==> src/rtl/vault_pkg.sv <==
// Shared types and constants for the vault phase-3 button sequence stage.
package vault_pkg;

  typedef enum logic [2:0] {
    IDLE,
    ENTRY,
    LOCKOUT,
    DONE,
    FAIL
  } state_t;

  localparam int NUM_BTN = 4;
  localparam int DIG_W   = 2;

  function automatic int max2(input int a, input int b);
    return (a > b) ? a : b;
  endfunction

endpackage

==> src/rtl/phase3_sequence_fsm_if.sv <==
// Phase-3 stage bus: phase-2 status and buttons in, sequence status out.
interface phase3_sequence_fsm_if;
  import vault_pkg::*;

  logic               phase2_done;
  logic               phase2_fail;
  logic [NUM_BTN-1:0] btn_in;
  logic               phase3_done;
  logic               phase3_fail;
  logic               alarm;
  logic [1:0]         attempts_left;
  logic [2:0]         progress;

  modport master (
    output phase2_done, phase2_fail, btn_in,
    input  phase3_done, phase3_fail, alarm,
    input  attempts_left, progress
  );

  modport slave (
    input  phase2_done, phase2_fail, btn_in,
    output phase3_done, phase3_fail, alarm,
    output attempts_left, progress
  );

endinterface

==> src/rtl/btn_press_detect.sv <==
// Rising-edge detector for the button bank; classifies each cycle's presses.
module btn_press_detect
  import vault_pkg::*;
(
  input  logic               clk,
  input  logic               reset,
  input  logic [NUM_BTN-1:0] i_btn,
  output logic               o_press_valid,
  output logic [DIG_W-1:0]   o_press_idx,
  output logic               o_press_multi
);

  logic [NUM_BTN-1:0] r_prev;
  logic [NUM_BTN-1:0] w_press;

  always_ff @(posedge clk or posedge reset) begin
    if (reset) r_prev <= '0;
    else       r_prev <= i_btn;
  end

  assign w_press       = i_btn & ~r_prev;
  assign o_press_valid = $onehot(w_press);
  assign o_press_multi = (|w_press) & ~o_press_valid;

  always_comb begin
    o_press_idx = '0;
    for (int i = 0; i < NUM_BTN; i++)
      if (w_press[i]) o_press_idx = DIG_W'(i);
  end

endmodule

==> src/rtl/phase3_sequence_fsm.sv <==
// Timed button-code entry with retries, lockout and sticky fail/alarm.
module phase3_sequence_fsm
  import vault_pkg::*;
#(
  parameter int                     SEQ_LEN        = 4,
  parameter logic [2*SEQ_LEN-1:0]   CODE           = 8'b10_00_11_01,
  parameter int                     TIMEOUT_CYCLES = 1000,
  parameter int                     LOCKOUT_CYCLES = 50,
  parameter int                     MAX_ATTEMPTS   = 3
) (
  input  logic                  clk,
  input  logic                  reset,
  phase3_sequence_fsm_if.slave  bus
);

  localparam int TMAX = max2(TIMEOUT_CYCLES, LOCKOUT_CYCLES);
  localparam int TW   = (TMAX > 1) ? $clog2(TMAX) : 1;
  localparam logic [15:0] CODE_X = 16'(CODE);

  state_t          r_state, w_state;
  logic [TW-1:0]   r_timer, w_timer;
  logic [2:0]      r_progress, w_progress;
  logic [1:0]      r_attempts, w_attempts;

  logic            w_valid, w_multi, w_mistake;
  logic [DIG_W-1:0] w_idx, w_digit;

  btn_press_detect u_det (
    .clk           (clk),
    .reset         (reset),
    .i_btn         (bus.btn_in),
    .o_press_valid (w_valid),
    .o_press_idx   (w_idx),
    .o_press_multi (w_multi)
  );

  assign w_digit = CODE_X[{r_progress, 1'b0} +: DIG_W];

  always_ff @(posedge clk or posedge reset) begin
    if (reset) begin
      r_state    <= IDLE;
      r_timer    <= '0;
      r_progress <= '0;
      r_attempts <= 2'(MAX_ATTEMPTS);
    end else begin
      r_state    <= w_state;
      r_timer    <= w_timer;
      r_progress <= w_progress;
      r_attempts <= w_attempts;
    end
  end

  always_comb begin
    w_state    = r_state;
    w_timer    = r_timer;
    w_progress = r_progress;
    w_attempts = r_attempts;
    w_mistake  = 1'b0;
    case (r_state)
      IDLE: begin
        if (bus.phase2_fail) begin
          w_state = FAIL;
          w_timer = '0;
        end else if (bus.phase2_done) begin
          w_state    = ENTRY;
          w_progress = '0;
          w_timer    = '0;
        end
      end
      ENTRY: begin
        if (w_valid || w_multi) begin
          if (w_valid && w_idx == w_digit) begin
            w_timer = '0;
            if (r_progress == 3'(SEQ_LEN - 1)) w_state = DONE;
            else w_progress = r_progress + 3'd1;
          end else begin
            w_mistake = 1'b1;
          end
        end else if (r_timer == TW'(TIMEOUT_CYCLES - 1)) begin
          w_mistake = 1'b1;
        end else begin
          w_timer = r_timer + 1'b1;
        end
        // A mistake on the last attempt is final; otherwise back off
        if (w_mistake) begin
          w_timer = '0;
          if (r_attempts == 2'd1) begin
            w_attempts = 2'd0;
            w_state    = FAIL;
          end else begin
            w_attempts = r_attempts - 2'd1;
            w_progress = '0;
            w_state    = LOCKOUT;
          end
        end
      end
      LOCKOUT: begin
        if (r_timer == TW'(LOCKOUT_CYCLES - 1)) begin
          w_state = ENTRY;
          w_timer = '0;
        end else begin
          w_timer = r_timer + 1'b1;
        end
      end
      default: ;
    endcase
  end

  assign bus.phase3_done   = (r_state == DONE);
  assign bus.phase3_fail   = (r_state == FAIL);
  assign bus.alarm         = (r_state == FAIL);
  assign bus.attempts_left = r_attempts;
  assign bus.progress      = r_progress;

endmodule

==> src/flat_wrapper.sv <==
// flat-port wrapper written by rule: the top's interface ports become plain ports
module phase3_sequence_fsm_flat import vault_pkg::*;
#(
  parameter int                     SEQ_LEN        = 4,
  parameter logic [2*SEQ_LEN-1:0]   CODE           = 8'b10_00_11_01,
  parameter int                     TIMEOUT_CYCLES = 1000,
  parameter int                     LOCKOUT_CYCLES = 50,
  parameter int                     MAX_ATTEMPTS   = 3
)
  (clk, reset, bus_phase2_done, bus_phase2_fail, bus_btn_in, bus_phase3_done, bus_phase3_fail, bus_alarm, bus_attempts_left, bus_progress);
  phase3_sequence_fsm_if bus_i ();
  input  logic clk;
  input  logic reset;
  input wire logic [$bits(bus_i.phase2_done)-1:0] bus_phase2_done;
  input wire logic [$bits(bus_i.phase2_fail)-1:0] bus_phase2_fail;
  input wire logic [$bits(bus_i.btn_in)-1:0] bus_btn_in;
  output wire logic [$bits(bus_i.phase3_done)-1:0] bus_phase3_done;
  output wire logic [$bits(bus_i.phase3_fail)-1:0] bus_phase3_fail;
  output wire logic [$bits(bus_i.alarm)-1:0] bus_alarm;
  output wire logic [$bits(bus_i.attempts_left)-1:0] bus_attempts_left;
  output wire logic [$bits(bus_i.progress)-1:0] bus_progress;
  assign bus_i.phase2_done = bus_phase2_done;
  assign bus_i.phase2_fail = bus_phase2_fail;
  assign bus_i.btn_in = bus_btn_in;
  assign bus_phase3_done = bus_i.phase3_done;
  assign bus_phase3_fail = bus_i.phase3_fail;
  assign bus_alarm = bus_i.alarm;
  assign bus_attempts_left = bus_i.attempts_left;
  assign bus_progress = bus_i.progress;
  phase3_sequence_fsm #(.SEQ_LEN(SEQ_LEN), .CODE(CODE), .TIMEOUT_CYCLES(TIMEOUT_CYCLES), .LOCKOUT_CYCLES(LOCKOUT_CYCLES), .MAX_ATTEMPTS(MAX_ATTEMPTS)) u_core (.clk(clk), .reset(reset), .bus(bus_i));
endmodule
==> config.mk <==
export PLATFORM = sky130hd
export DESIGN_NAME = phase3_sequence_fsm_flat
export DESIGN_NICKNAME = d
export VERILOG_FILES = /design/src/rtl/vault_pkg.sv /design/src/rtl/phase3_sequence_fsm_if.sv /design/src/rtl/btn_press_detect.sv /design/src/rtl/phase3_sequence_fsm.sv /design/src/flat_wrapper.sv
export SDC_FILE = /design/constraint.sdc
export NUM_CORES = 1
export LEC_CHECK = 0
export ABC_AREA = 1
export CORE_MARGIN = 8
export CORE_UTILIZATION = 39
export DETAILED_ROUTE_END_ITERATION = 7
export SKIP_CTS_REPAIR_TIMING = 1
export SLEW_MARGIN = 15
export SYNTH_ARGS = -nofsm -noshare
export SYNTH_HDL_FRONTEND = slang
export SYNTH_SLANG_ARGS = --single-unit
==> constraint.sdc <==
create_clock -name clk -period 7.8 [get_ports clk]
set_clock_uncertainty 0.1 [all_clocks]
set_input_delay 1.95 -clock clk [delete_from_list [all_inputs] [get_ports clk]]
set_output_delay 1.95 -clock clk [all_outputs]
set_load 0.01 [all_outputs]
; ---- Yosys cells after proc, flatten, opt, wreduce, memory -nomap -nowiden
; Cells that the tools add are included.
[word_totals]
wordCells = 78
register_bits = 22
inputBits = 8
out_inout_bits = 8
[classes]
shifts = 1
muxes = 33
add_sub_neg = 6
bitwise = 4
eq_ne = 19
n_reduce_logical = 10
[ops]
columns = operator, n
row1 = 2-to-1 mux 10 bit, 7
row2 = 2-to-1 mux 3 bit, 15
row3 = one-hot mux 10 bit (3 select lines), 1
row4 = indexed part select 16 x 5 -> 2 bit (first input constant), 1
row5 = adder 10 x 1 -> 10 bit (second input constant), 1
row6 = == test 10 bit (second input constant), 1
row7 = == test 10 x 6 -> 1 bit (second input constant), 1
row8 = == test 3 x 2 -> 1 bit (second input constant), 3
row9 = != test 3 x 1 -> 1 bit (second input constant), 3
row10 = one-hot mux 3 bit (3 select lines), 1
row11 = == test 3 x 1 -> 1 bit (second input constant), 2
row12 = 2-to-1 mux 2 bit, 3
row13 = one-hot mux 3 bit (2 select lines), 1
row14 = AND reduction 6 bit, 1
row15 = 2-to-1 mux 1 bit, 5
row16 = adder 1 x 1 -> 2 bit, 2
row17 = bitwise AND 4 bit, 1
row18 = != test 2 bit (second input constant), 2
row19 = != test 4 x 3 -> 1 bit (second input constant), 1
row20 = != test 4 bit (second input constant), 1
row21 = NOT 4 bit, 1
row22 = AND reduction 4 bit, 1
row23 = OR reduction 4 bit, 1
row24 = adder 2 x 2 -> 3 bit, 1
row25 = other kinds (16), 16

; ---- Longest topological paths before layout
; Gate-level depths: netlist of the first run.
[logic_depth]
ltp_word = 12
ltp_mapped = 15

; ---- Cells and area by module
; From an unflattened synthesis of the first run, not the netlist that was laid out.
[unflattened]
cells_unflattened = 216
area_unflattened_um2 = 1541.5
[modules_own_cells]
columns = mod, cells_per_inst, n_inst, area_each_um2, seq_area_each_um2
row1 = phase3_sequence_fsm, 185, 1, 1287.5, 452.9
row2 = btn_press_detect, 31, 1, 254.0, 100.1

; ---- Worst setup path after synthesis of the first run
; Ideal clock, no wire load.
[synth_path]
kind = input -> register
start = input bus_btn_in[0]
end = register u_core.r_progress[1], in the netlist u_core.bus.progress[1]
path_buffers = 0
arrival_time_ns = 3.879
setup_slack_ns = 3.704
stages = 13
cell_sequence = inv_1 > nor2_1 > fa_1 > ha_1 > ha_1 > nor3b_2 > nand3_1 > nor2_1 > nand2_1 > nor2_2 > nand2_1 > o21ai_1 > nor2_1
[synth_between]
elab_chain_len = 11
[synth_rtl]
columns = element, line_no
row1 = start: declaration, flat_wrapper.sv:16  ; input wire logic [$bits(bus_i.btn_in)-1:0] bus_btn_in;
row2 = bitwise AND 4 bit (*), btn_press_detect.sv:21  ; assign w_press = i_btn & ~r_prev;
row3 = adder 1 x 1 -> 2 bit (not written as such), btn_press_detect.sv:22  ; assign o_press_valid = $onehot(w_press);
row4 = adder 2 x 2 -> 3 bit (not written as such), btn_press_detect.sv:22
row5 = == test 3 x 1 -> 1 bit, btn_press_detect.sv:22
row6 = NOT 1 bit, btn_press_detect.sv:23  ; assign o_press_multi = (|w_press) & ~o_press_valid;
row7 = bitwise AND 1 bit, btn_press_detect.sv:23
row8 = logical OR 1 bit, phase3_sequence_fsm.sv:71  ; if (w_valid || w_multi) begin
row9 = 2-to-1 mux 3 bit / 2-to-1 mux 1 bit (equally long branches), phase3_sequence_fsm.sv:71
row10 = 2-to-1 mux 3 bit / 2-to-1 mux 1 bit (equally long branches), "phase3_sequence_fsm.sv:87, phase3_sequence_fsm.sv:59"
row11 = 2-to-1 mux 3 bit (*), phase3_sequence_fsm.sv:85  ; if (w_mistake) begin
row12 = one-hot mux 3 bit (2 select lines) (*), phase3_sequence_fsm.sv:59  ; case (r_state)
row13 = end signal: assignment, phase3_sequence_fsm.sv:48  ; r_progress <= w_progress;
row14 = end: declaration, phase3_sequence_fsm.sv:22  ; logic [2:0] r_progress, w_progress;
; Mark *: on every way between the ends. The rest lies on a longest branch, timed or not. The select of a mux whose other input is x is not followed.
; A chain may end at the register's enable or synchronous reset.

; ---- Worst setup path in the final report of the first run
[layout_path]
start = input bus_btn_in[0]
end = register u_core.r_state[0]
[layout_between]
elab_chain_len = 11
[layout_rtl]
columns = element, line_no
row1 = bitwise AND 4 bit (*), btn_press_detect.sv:21
row2 = adder 1 x 1 -> 2 bit (not written as such), btn_press_detect.sv:22
row3 = adder 2 x 2 -> 3 bit (not written as such), btn_press_detect.sv:22
row4 = == test 3 x 1 -> 1 bit, btn_press_detect.sv:22
row5 = NOT 1 bit, btn_press_detect.sv:23
row6 = bitwise AND 1 bit, btn_press_detect.sv:23
row7 = logical OR 1 bit, phase3_sequence_fsm.sv:71
row8 = 2-to-1 mux 1 bit, phase3_sequence_fsm.sv:71
row9 = 2-to-1 mux 1 bit, phase3_sequence_fsm.sv:59
row10 = != test 3 x 1 -> 1 bit (no line) / 2-to-1 mux 3 bit (equally long branches), -
row11 = AND reduction 6 bit (no line) / one-hot mux 3 bit (3 select lines) (equally long branches), -
row12 = end signal: assignment, phase3_sequence_fsm.sv:46  ; r_state <= w_state;
row13 = end: declaration, phase3_sequence_fsm.sv:20  ; state_t r_state, w_state;
; Marks and branches as above.

==> metrics.md, run 1 <==
| Metric | Value |
|---|---|
| Leak | `0.0009805 uW` |
| Crit-path max FO | `13` |
| Hold Crit Class | `flop to flop` |
| CTS tree | `built` |
| Yosys warns | `0` |
| Slew Limit Fails | `0` |
| Share of layout cells above drive strength 1 | `11.81%` |
| Final HPWL DP | `2668 um` |
| Die area | `6457 um^2` |
| Buffer levels on the longest clock path | `2` |
| Mapped Area | `1615 um^2` |
| Starting density of the core | `40.38%` |
| Pin count of the biggest net entering global routing | `23` |
| Tmin final | `4.865 ns` |
| Setup slack after placement | `2.683 ns` |
| First-pass GRT wire length | `6065 um` |
| Setup-failing EPs final | `0` |
| Drt first-iter violations | `60` |
| Ys async rst share | `100.0%` |
| Routed Wire Length | `about 3500 um` |
| Drt wl/cell | `around 12 um` |
| Core Region | `4000 um^2` |
| 1st-pass router iterations | `4` |
| Vias in the first global route | `1441` |
| Syn-to-layout area delta | `15.65%` |
| Antenna violations before repair | `0` |
| Rel. slew slack | `40.67%` |
| Setup_tns | `0 ns` |
| Syn Area/Cell | `7.243 um^2` |
| Register-to-register setup slack | `4.76 ns` |
| Seq cells post-synth | `22` |
| CTS root buffer | `clkbuf_8` |
| Commonest cells after routing, fill and taps aside | `nand2_1 (49), inv_1 (37), nand3_1 (23), nor2_1 (20), dfrtp_1 (20)` |
| Setup WS post-layout | `2.935 ns` |
| Worst path slowest cell | `nor2_1` |
| Final hold violations | `0` |
| Worst Path Arrival | `between 4 and 5 ns` |
| Crit share post-route | `62.37%` |
| Vias/cell | `5.042` |
| Cell Pwr Density | `about 140 nW/um^2` |
| Peak supply drop | `approximately 0.11 mV` |
| CP Capture Type | `flop` |
| Unrepaired setup endpoints after global routing | `false` |
| Antenna diode count | `0` |
| Synth top area share | `between 30% and 40%` |
| Nets | `254` |
| Die H | `80.36 um` |
| Syn Inst Count | `about 220` |
| Synth Net Count | `239` |
| Via count | `1447` |
| Fmax | `about 0.21 GHz` |
| Total global-route track usage | `11.47%` |
| PortBufs | `15` |
| Gpl congestion | `0.8640` |
| CP Cell Sequence | `clkdlybuf4s50_1 > inv_1 > nor2_1 > fa_1 > ha_1 > ha_1 > nor3b_2 > nor2_1 > o21ai_2 > nand2_2 > nand3_2 > nand2_1 > a21oi_1` |
| Yosys cell types | `33` |
| Tightest Pin Transition | `between 0.8 and 0.9 ns` |
| CP peak stage delay | `0.56 ns` |
| Die width | `80.36 um` |
| Startpoint types | `primary input` |
| DRC | `0` |
| Max Cap Viol | `0` |
| Global route overflow | `0` |
| Worst EP required | `7.86 ns` |
| # rows | `23` |
| H-tree depth | `1` |
| Ys flop type | `dfrtp_1` |
| Total CTS buffers | `3` |
| Post-synth EDFFs | `0` |
| Worst-path clk slew | `0.08 ns` |
| Most common cell after layout, fill and taps aside | `nand2_1` |
| # IOs | `16` |
| Clock Latency Late Sink | `0.27 ns` |
| Status | `finished, final reports clean` |
| Register area share after synthesis | `34.24%` |
| Detail Route Antenna Nets | `0` |
| Kind of critical path | `primary input to flop` |
| CTS Sinks | `22` |
| Synth area leaders | `dfrtp_1 (31%), nand2_1 (11%), inv_1 (8.6%)` |
| Largest area contributor in the netlist | `dfrtp_1` |
[worst paths after layout]
| check | startpoint | endpoint | cells past startpoint |
|---|---|---|---|
| max | bus_btn_in[0] | u_core.r_state[0]$_DFFE_PP0P_ | 13 |
| max in group asynchronous | reset | u_core.r_state[1]$_DFFE_PP0P_ | 2 |
| min | u_core.bus.attempts_left[0]$_DFFE_PP1P_ | u_core.bus.attempts_left[0]$_DFFE_PP1P_ | 2 |
| min reg2reg | u_core.bus.attempts_left[0]$_DFFE_PP1P_ | u_core.bus.attempts_left[0]$_DFFE_PP1P_ | 2 |
| max reg2reg | u_core.u_det.r_prev[0]$_DFF_PP0_ | u_core.r_state[0]$_DFFE_PP0P_ | 11 |
| min in group asynchronous | reset | u_core.u_det.r_prev[1]$_DFF_PP0_ | 2 |
[registers in the layout (all words and copies together) (netlist names)]
name	flops
u_core.bus.attempts_left	2
u_core.bus.progress	3
u_core.r_state	3
u_core.r_timer	10
u_core.u_det.r_prev	4
[area by class of cell]
class | instances | area (um^2)
Clock buffer | 3 | 41.29
Clock inverter | 1 | 30.03
Fill cell | 418 | 2132
Inverter | 42 | 157.7
Multi-Input combinational cell | 154 | 873.3
Sequential cell | 22 | 553.0
Tap cell | 50 | 62.56
Timing Repair Buffer | 15 | 150.1
[cells by family (layout without fill, tap and decap cells)]
family / count (synthesis) / after routing / synth area share (%)
flip-flops: 22 / 22 / 34.24
AND/OR/NAND/NOR: 122 / 122 / 37.03
adder cells (fa/ha/maj): 8 / 8 / 6.661
buffers and inverters: 47 / 61 / 11.70
XOR/XNOR: 1 / 1 / 0.5423
AO/OA/AOI/OAI: 23 / 23 / 9.838
[synthesized netlist by cell type (all sizes together) (2+ instances only)]
cell type / count
buf: 3
dfrtp: 20
clkbuf: 2
nor2: 22
a21oi: 5
nand4: 13
o21ai: 9
nand3: 26
ha: 7
dfstp: 2
o211ai: 7
nor3: 7
nand2: 53
inv: 42
[critical path, delay by kind of cell]
kind	cells	cell delay [ns]
compound gates	2	0.22
simple gates	6	1.25
buf+inv	2	0.53
fa+ha+maj	3	0.94
[where the power goes]
group	switching (uW)	internal (uW)	leakage [uW]
combinational	18.0	10.2	0.000727
sequential	0.738	116	0.000218
clock	39.2	68.6	0.0000357
[layer usage]
metal	track usage, %	wire [um]	up-vias
met2	20.13	1653	27
met4	2.727	27	0
li1	-	-	757
met3	3.013	176	5
met5	0	0	-
met1	13.43	1601	658
[metrics by stage]
step	hold slack, ns	power, uW	area, um^2	std cells	util, %
2_1_floorplan	0.3957	139.8	1615	223	-
3_3_place_gp	0.3899	146.7	1797	283	44.92
3_5_place_dp	0.4002	147.4	1797	283	44.92
4_1_cts	0.4154	257.3	1868	287	46.70
5_1_grt	0.4316	263.3	1868	287	46.70
6_report	0.4126	252.7	1868	287	46.70
Power figures use the tool's default switching activity.
==> inputs of run 2 (changes only) <==
- clock period: 7.8 -> 4.45 ns (I/O delays scaled with it)
==> run 2 against run 1 <==
- register-to-register slack got worse by 3.3 ns
- design area is 0.87% lower
- via count shrank 1.0%
- critical path depth did not move
- sequential share of layout area rose by 0.26 points
- non-clock buffer count unchanged
- core utilization shrank 0.41 points
- combinational power is 72% higher
- critical path type unchanged
- critical endpoint unchanged
==> metrics.md, run 2 (same netlist as run 1, synthesis figures left out) <==
| Metric | Value |
|---|---|
| Setup WS post-layout | `0.4620 ns (was 2.935 ns)` |
| Overall power | `395.9 uW (was 252.7 uW)` |
| Syn-to-layout area delta | `14.64% (was 15.65%)` |
| Hold Crit Class | `flop to flop (unchanged)` |
| Drt wl/cell | `11.73 um (was 12.06 um)` |
| CTS tree | `built (unchanged)` |
| Commonest cells after routing, fill and taps aside | `nand2_1 (49), inv_1 (37), nand3_1 (23), nor2_1 (20), dfrtp_1 (20) (unchanged)` |
| Vias/cell | `4.990 (was 5.042)` |
| Fill cells | `430 (was 418)` |
| Hold endpoint | `u_core.bus.attempts_left[0]$_DFFE_PP1P_ (unchanged)` |
| Buffer levels on the longest clock path | `2 (unchanged)` |
| Most common cell after layout, fill and taps aside | `nand2_1 (unchanged)` |
| # rows | `23 (unchanged)` |
| Top reg by flops | `u_core.r_timer (unchanged)` |
| Detail Route Antenna Nets | `0 (unchanged)` |
| H-tree depth | `1 (unchanged)` |
| Depth of the worst hold-timing path | `2 (unchanged)` |
| Vias in the first global route | `1451 (was 1441)` |
| Setup_tns | `0 ns (unchanged)` |
| Worst hold slack | `0.4107 ns (was 0.4126 ns)` |
| CTS Sinks | `22 (unchanged)` |
| Crit share post-route | `89.62%` |
| Crit Reg-Reg Startpoint | `u_core.u_det.r_prev[0]$_DFF_PP0_ (unchanged)` |
| Antenna diode count | `0 (unchanged)` |
| Crit-path max FO | `13 (unchanged)` |
| Via count | `1432 (was 1447)` |
| Design Area, Final | `1852 um^2 (was 1868 um^2)` |
| CP Capture Type | `flop (unchanged)` |
| Final hold violations | `0 (unchanged)` |
| Gpl congestion | `0.8126 (was 0.8640)` |
| Kind of critical path | `primary input to flop (unchanged)` |
| Worst EP required | `4.50 ns (was 7.86 ns)` |
| Routed Wire Length | `3367 um (was 3460 um)` |
| Register-to-register setup slack | `1.45 ns (was 4.76 ns)` |
| Tightest Pin Transition | `0.8663 ns (was 0.8890 ns)` |
| Tmin final | `approximately 4.0 ns` |
| Antenna violations before repair | `0 (unchanged)` |
| Drt first-iter violations | `47 (was 60)` |
| Die width | `80.36 um (unchanged)` |
| Setup-failing EPs final | `0 (unchanged)` |
| Die area | `6457 um^2 (unchanged)` |
| DRC | `0 (unchanged)` |
| Worst Path Arrival | `4.04 ns (was 4.92 ns)` |
| Die H | `80.36 um (unchanged)` |
| Status | `finished, final reports clean (unchanged)` |
| Multi-input gate area | `873.3 um^2 (unchanged)` |
| Max FFs per register | `10 (unchanged)` |
| Max Cap Viol | `0 (unchanged)` |
| Share of layout cells above drive strength 1 | `11.81% (unchanged)` |
| Fmax | `0.2508 GHz` |
| Startpoint types | `primary input (unchanged)` |
| Placed cell area | `1797 um^2 (unchanged)` |
| Core Region | `4000 um^2 (unchanged)` |
| FF-to-FF path depth | `11 (unchanged)` |
| Total global-route track usage | `11.57% (was 11.47%)` |
| Setup slack after placement | `0.1608 ns (was 2.683 ns)` |
| Leak | `0.0009735 uW (was 0.0009805 uW)` |
| Unrepaired setup endpoints after global routing | `false (unchanged)` |
| Pin count of the biggest net entering global routing | `23 (unchanged)` |
| PortBufs | `15 (unchanged)` |
| First-pass GRT wire length | `6127 um (was 6065 um)` |
| Clock Latency Late Sink | `0.26 ns (was 0.27 ns)` |
| Nets | `254 (unchanged)` |
| Slew Limit Fails | `0 (unchanged)` |
| CTS root buffer | `clkbuf_8 (unchanged)` |
| Worst-path clk slew | `0.08 ns (about the same)` |
| Sequential cell area | `553.0 um^2 (unchanged)` |
| Critical R2R Capture | `u_core.r_state[0]$_DFFE_PP0P_ (unchanged)` |
| Peak supply drop | `0.1846 mV (was 0.1105 mV)` |
| Starting density of the core | `40.38% (unchanged)` |
| Rel. slew slack | `42.18% (was 40.67%)` |
| Biggest registers after layout | `u_core.r_timer: 10 flops, u_core.u_det.r_prev: 4 flops (unchanged)` |
| Global route overflow | `0 (unchanged)` |
| Hold path startpoint | `u_core.bus.attempts_left[0]$_DFFE_PP1P_ (unchanged)` |
| Final HPWL DP | `2656 um (was 2668 um)` |
| Total CTS buffers | `3 (unchanged)` |
| # IOs | `16 (unchanged)` |
| 1st-pass router iterations | `4 (unchanged)` |
| Cell Pwr Density | `213.8 nW/um^2 (was 135.3 nW/um^2)` |
-- run 2: cell types whose count changed in the layout (fill, tap and decap cells not counted) --
cell       change
bufinv_16      -1
clkbuf_8       +1
-- run 2: where the power goes --
part	switching, uW	total (uW)	internal, uW
clock	64.1	143	78.8
sequential	1.21	204	203
combinational	30.9	48.6	17.7
-- run 2: metal layers --
metal | up-vias | track usage, % | wire (um)
li1 | 753 | - | -
met1 | 650 | 14.33 | 1574
met2 | 25 | 18.93 | 1544
met3 | 4 | 3.460 | 208
met4 | 0 | 3.091 | 40
met5 | - | 0 | 0
-- run 2: layout make-up --
cell class | count | area share, %
Multi-Input combinational cell | 154 | 47.16
Sequential cell | 22 | 29.86
Inverter | 42 | 8.513
Timing Repair Buffer | 15 | 8.108
Tap cell | 50 | 3.378
Clock buffer | 4 | 2.973
-- run 2: how the worst max path moves through the flow --
stage	endpoint	slack [ns]	startpoint	depth (start not counted)
floorplan	u_core.bus.progress[1]$_DFFE_PP0P_	1.19	bus_btn_in[0]	13
global placement	u_core.r_state[2]$_DFFE_PP0P_	0.27	bus_btn_in[0]	13
detailed placement	u_core.r_state[2]$_DFFE_PP0P_	0.16	bus_btn_in[0]	13
CTS	u_core.r_state[2]$_DFFE_PP0P_	0.45	bus_btn_in[0]	13
global route	u_core.r_state[1]$_DFFE_PP0P_	0.17	bus_btn_in[0]	14
finish	u_core.r_state[0]$_DFFE_PP0P_	0.46	bus_btn_in[0]	13
-- run 2: stage by stage --
step           std cells  utilization [%]
2_1_floorplan        223                -
3_3_place_gp         283            44.92
3_5_place_dp         283            44.92
4_1_cts              287            46.29
5_1_grt              287            46.29
6_report             287            46.29
-- run 2: worst max-delay path, stage by stage --
cell             delay [ns]
clkdlybuf4s50_1        0.48
inv_1                  0.04
nor2_1                 0.18
fa_1                   0.43
ha_1                   0.21
ha_1                   0.28
nor3b_2                0.05
nor2_1                 0.53
o21ai_2                0.16
nand2_2                0.26
nand3_2                0.13
nand2_1                0.10
a21oi_1                0.07
==> inputs of run 3 (changes only) <==
- CORE_MARGIN: 8 -> 10
- GPL_ROUTABILITY_DRIVEN: unset -> 0
==> run 3 against run 2 <==
- critical endpoint is now u_core.r_state[1]$_DFFE_PP0P_
- via count grew 0.14%
- largest cell class unchanged
- critical path type unchanged
- total power up 1.6%
- sequential power barely moved
- critical path depth rose by 1
- register-to-register slack got worse by 0.04 ns
- highest routed layer unchanged
- sequential share of layout area is the same
- largest power group unchanged
- combinational power down 0.8%
- worst setup slack lost 0.026 ns
- core utilization unchanged
==> metrics.md, run 3 (same netlist as run 1, synthesis figures left out) <==
| Metric | Value |
|---|---|
| # rows | `23 (unchanged)` |
| Tmin final | `4.014 ns (was 3.988 ns)` |
| Antenna violations before repair | `0 (unchanged)` |
| Die H | `84.36 um (was 80.36 um)` |
| Sw Ratio | `25.39% (was 24.30%)` |
| First-pass GRT wire length | `6341 um (was 6127 um)` |
| Max FFs per register | `10 (unchanged)` |
| Commonest cells after routing, fill and taps aside | `nand2_1 (49), inv_1 (37), nand3_1 (23), nor2_1 (20), dfrtp_1 (20) (unchanged)` |
| Core Region | `4000 um^2 (unchanged)` |
| Internal | `300.0 uW (was 299.7 uW)` |
| Crit. Startpoint | `bus_btn_in[0] (unchanged)` |
| Worst Path Arrival | `4.12 ns (was 4.04 ns)` |
| Unrepaired setup endpoints after global routing | `false (unchanged)` |
| Pin count of the biggest net entering global routing | `23 (unchanged)` |
| Detail Route Antenna Nets | `0 (unchanged)` |
| Share of layout cells above drive strength 1 | `11.81% (unchanged)` |
| Sequential share of power | `50.8% (was 51.6%)` |
| Peak supply drop | `0.1510 mV (was 0.1846 mV)` |
| Starting density of the core | `40.38% (unchanged)` |
| Total CTS buffers | `3 (unchanged)` |
| Syn-to-layout area delta | `14.64% (unchanged)` |
| Setup_tns | `0 ns (unchanged)` |
| Leak | `0.0009735 uW (unchanged)` |
| Vias in the first global route | `1471 (was 1451)` |
| H-tree depth | `1 (unchanged)` |
| Logic pwr share | `12.0% (was 12.3%)` |
| Overall power | `402.1 uW (was 395.9 uW)` |
| Drt wl/cell | `11.89 um (was 11.73 um)` |
| Global route overflow | `0 (unchanged)` |
| Most common cell after layout, fill and taps aside | `nand2_1 (unchanged)` |
| Hold Crit Class | `flop to flop (unchanged)` |
| Buffer levels on the longest clock path | `2 (unchanged)` |
| Via count | `1434 (was 1432)` |
| Drt first-iter violations | `72 (was 47)` |
| Die width | `84.36 um (was 80.36 um)` |
| Crit Reg-Reg Startpoint | `u_core.u_det.r_prev[0]$_DFF_PP0_ (unchanged)` |
| Kind of critical path | `primary input to flop (unchanged)` |
| Die area | `7116 um^2 (was 6457 um^2)` |
| Tightest Pin Transition | `0.8545 ns (was 0.8663 ns)` |
| Switching power | `102.1 uW (was 96.20 uW)` |
| Total global-route track usage | `10.20% (was 11.57%)` |
| Final HPWL DP | `2640 um (was 2656 um)` |
| Clock share of power | `37.2% (was 36.1%)` |
| Crit-path max FO | `13 (unchanged)` |
| Setup-failing EPs final | `0 (unchanged)` |
| DRC | `0 (unchanged)` |
| # IOs | `16 (unchanged)` |
| 1st-pass router iterations | `5 (was 4)` |
| Worst-path clk slew | `0.09 ns (was 0.08 ns)` |
| Antenna diode count | `0 (unchanged)` |
| Final hold violations | `0 (unchanged)` |
| Fmax | `0.2492 GHz (was 0.2508 GHz)` |
| Clock Latency Late Sink | `0.27 ns (was 0.26 ns)` |
| CTS Sinks | `22 (unchanged)` |
| Status | `finished, final reports clean (unchanged)` |
| Startpoint types | `primary input (unchanged)` |
| Slew Limit Fails | `0 (unchanged)` |
| Cell Pwr Density | `217.2 nW/um^2 (was 213.8 nW/um^2)` |
| Worst EP required | `4.56 ns (was 4.50 ns)` |
| Max Cap Viol | `0 (unchanged)` |
| Biggest registers after layout | `u_core.r_timer: 10 flops, u_core.u_det.r_prev: 4 flops (unchanged)` |
| CTS tree | `built (unchanged)` |
| Crit share post-route | `90.19% (was 89.62%)` |
| Top reg by flops | `u_core.r_timer (unchanged)` |
| CP Capture Type | `flop (unchanged)` |
| Nets | `254 (unchanged)` |
| CTS root buffer | `clkbuf_8 (unchanged)` |
| Routed Wire Length | `3413 um (was 3367 um)` |
| Hold path startpoint | `u_core.bus.attempts_left[0]$_DFFE_PP1P_ (unchanged)` |
| Vias/cell | `4.997 (was 4.990)` |
| Rel. slew slack | `42.97% (was 42.18%)` |
| Fill cells | `415 (was 430)` |
| PortBufs | `15 (unchanged)` |
==> run 3: cell counts in the layout (fill, tap and decap cells not counted) <==
Identical to the previous run, type by type.
==> run 3: worst paths after layout <==
path	to	slack, ns	depth (start not counted)
setup / recovery	u_core.r_state[1]$_DFFE_PP0P_	0.44	14
hold / removal	u_core.bus.attempts_left[0]$_DFFE_PP1P_	0.41	2
setup reg to reg	u_core.r_state[1]$_DFFE_PP0P_	1.41	12
hold reg to reg	u_core.bus.attempts_left[0]$_DFFE_PP1P_	0.41	2
max in group asynchronous	u_core.r_timer[1]$_DFFE_PP0P_	2.51	2
min in group asynchronous	u_core.u_det.r_prev[1]$_DFF_PP0_	1.21	2
==> run 3: cell type report <==
class,count,area [um^2],share of cell area (%)
Tap cell,50,62.56,3.378
Clock buffer,4,55.05,2.973
Inverter,42,157.7,8.513
Multi-Input combinational cell,154,873.3,47.16
Sequential cell,22,553.0,29.86
Timing Repair Buffer,15,150.1,8.108
==> run 3: critical path, cell delays in order <==
cell and delay, ns:
clkdlybuf4s50_1 0.49, inv_1 0.05, nor2_1 0.17, fa_1 0.43, ha_1 0.21, ha_1 0.28, nor3b_2 0.05, nor2_1 0.53
o21ai_2 0.16, nand2_2 0.25, nand3_2 0.14, nand2_1 0.11, nand2_1 0.05, nand2_1 0.07
==> run 3: per-layer routing <==
| layer | part of all wire (%) | GRT usage (%) |
|---|---|---|
| met1 | 48 | 11.91 |
| met2 | 47 | 17.91 |
| met3 | 4.2 | 2.899 |
| met4 | 0.64 | 2.395 |
| met5 | 0 | 0 |
==> run 3: power by group through the flow <==
stage / Sequential [uW] / Combinational, uW / Clock [uW]
after floorplan: 209 / 36.3 / 0
after global placement: 208 / 48.3 / 0
after detailed placement: 209 / 49.3 / 0
after CTS: 205 / 49.3 / 155
after global routing: 205 / 57.0 / 166
final: 204 / 48.2 / 149
==> run 3: through the flow <==
stage                     worst slack [ns]  std cells  area [um^2]  util (%)  hold WS [ns]
after detailed placement            0.1404        283         1797     44.92        0.3955
after CTS                           0.4406        287         1852     46.29        0.4102
after global routing                0.1632        287         1852     46.29        0.4472
after global placement              0.2803        283         1797     44.92        0.3895
after floorplan                      1.191        223         1615         -        0.3957
final                               0.4365        287         1852     46.29        0.4130
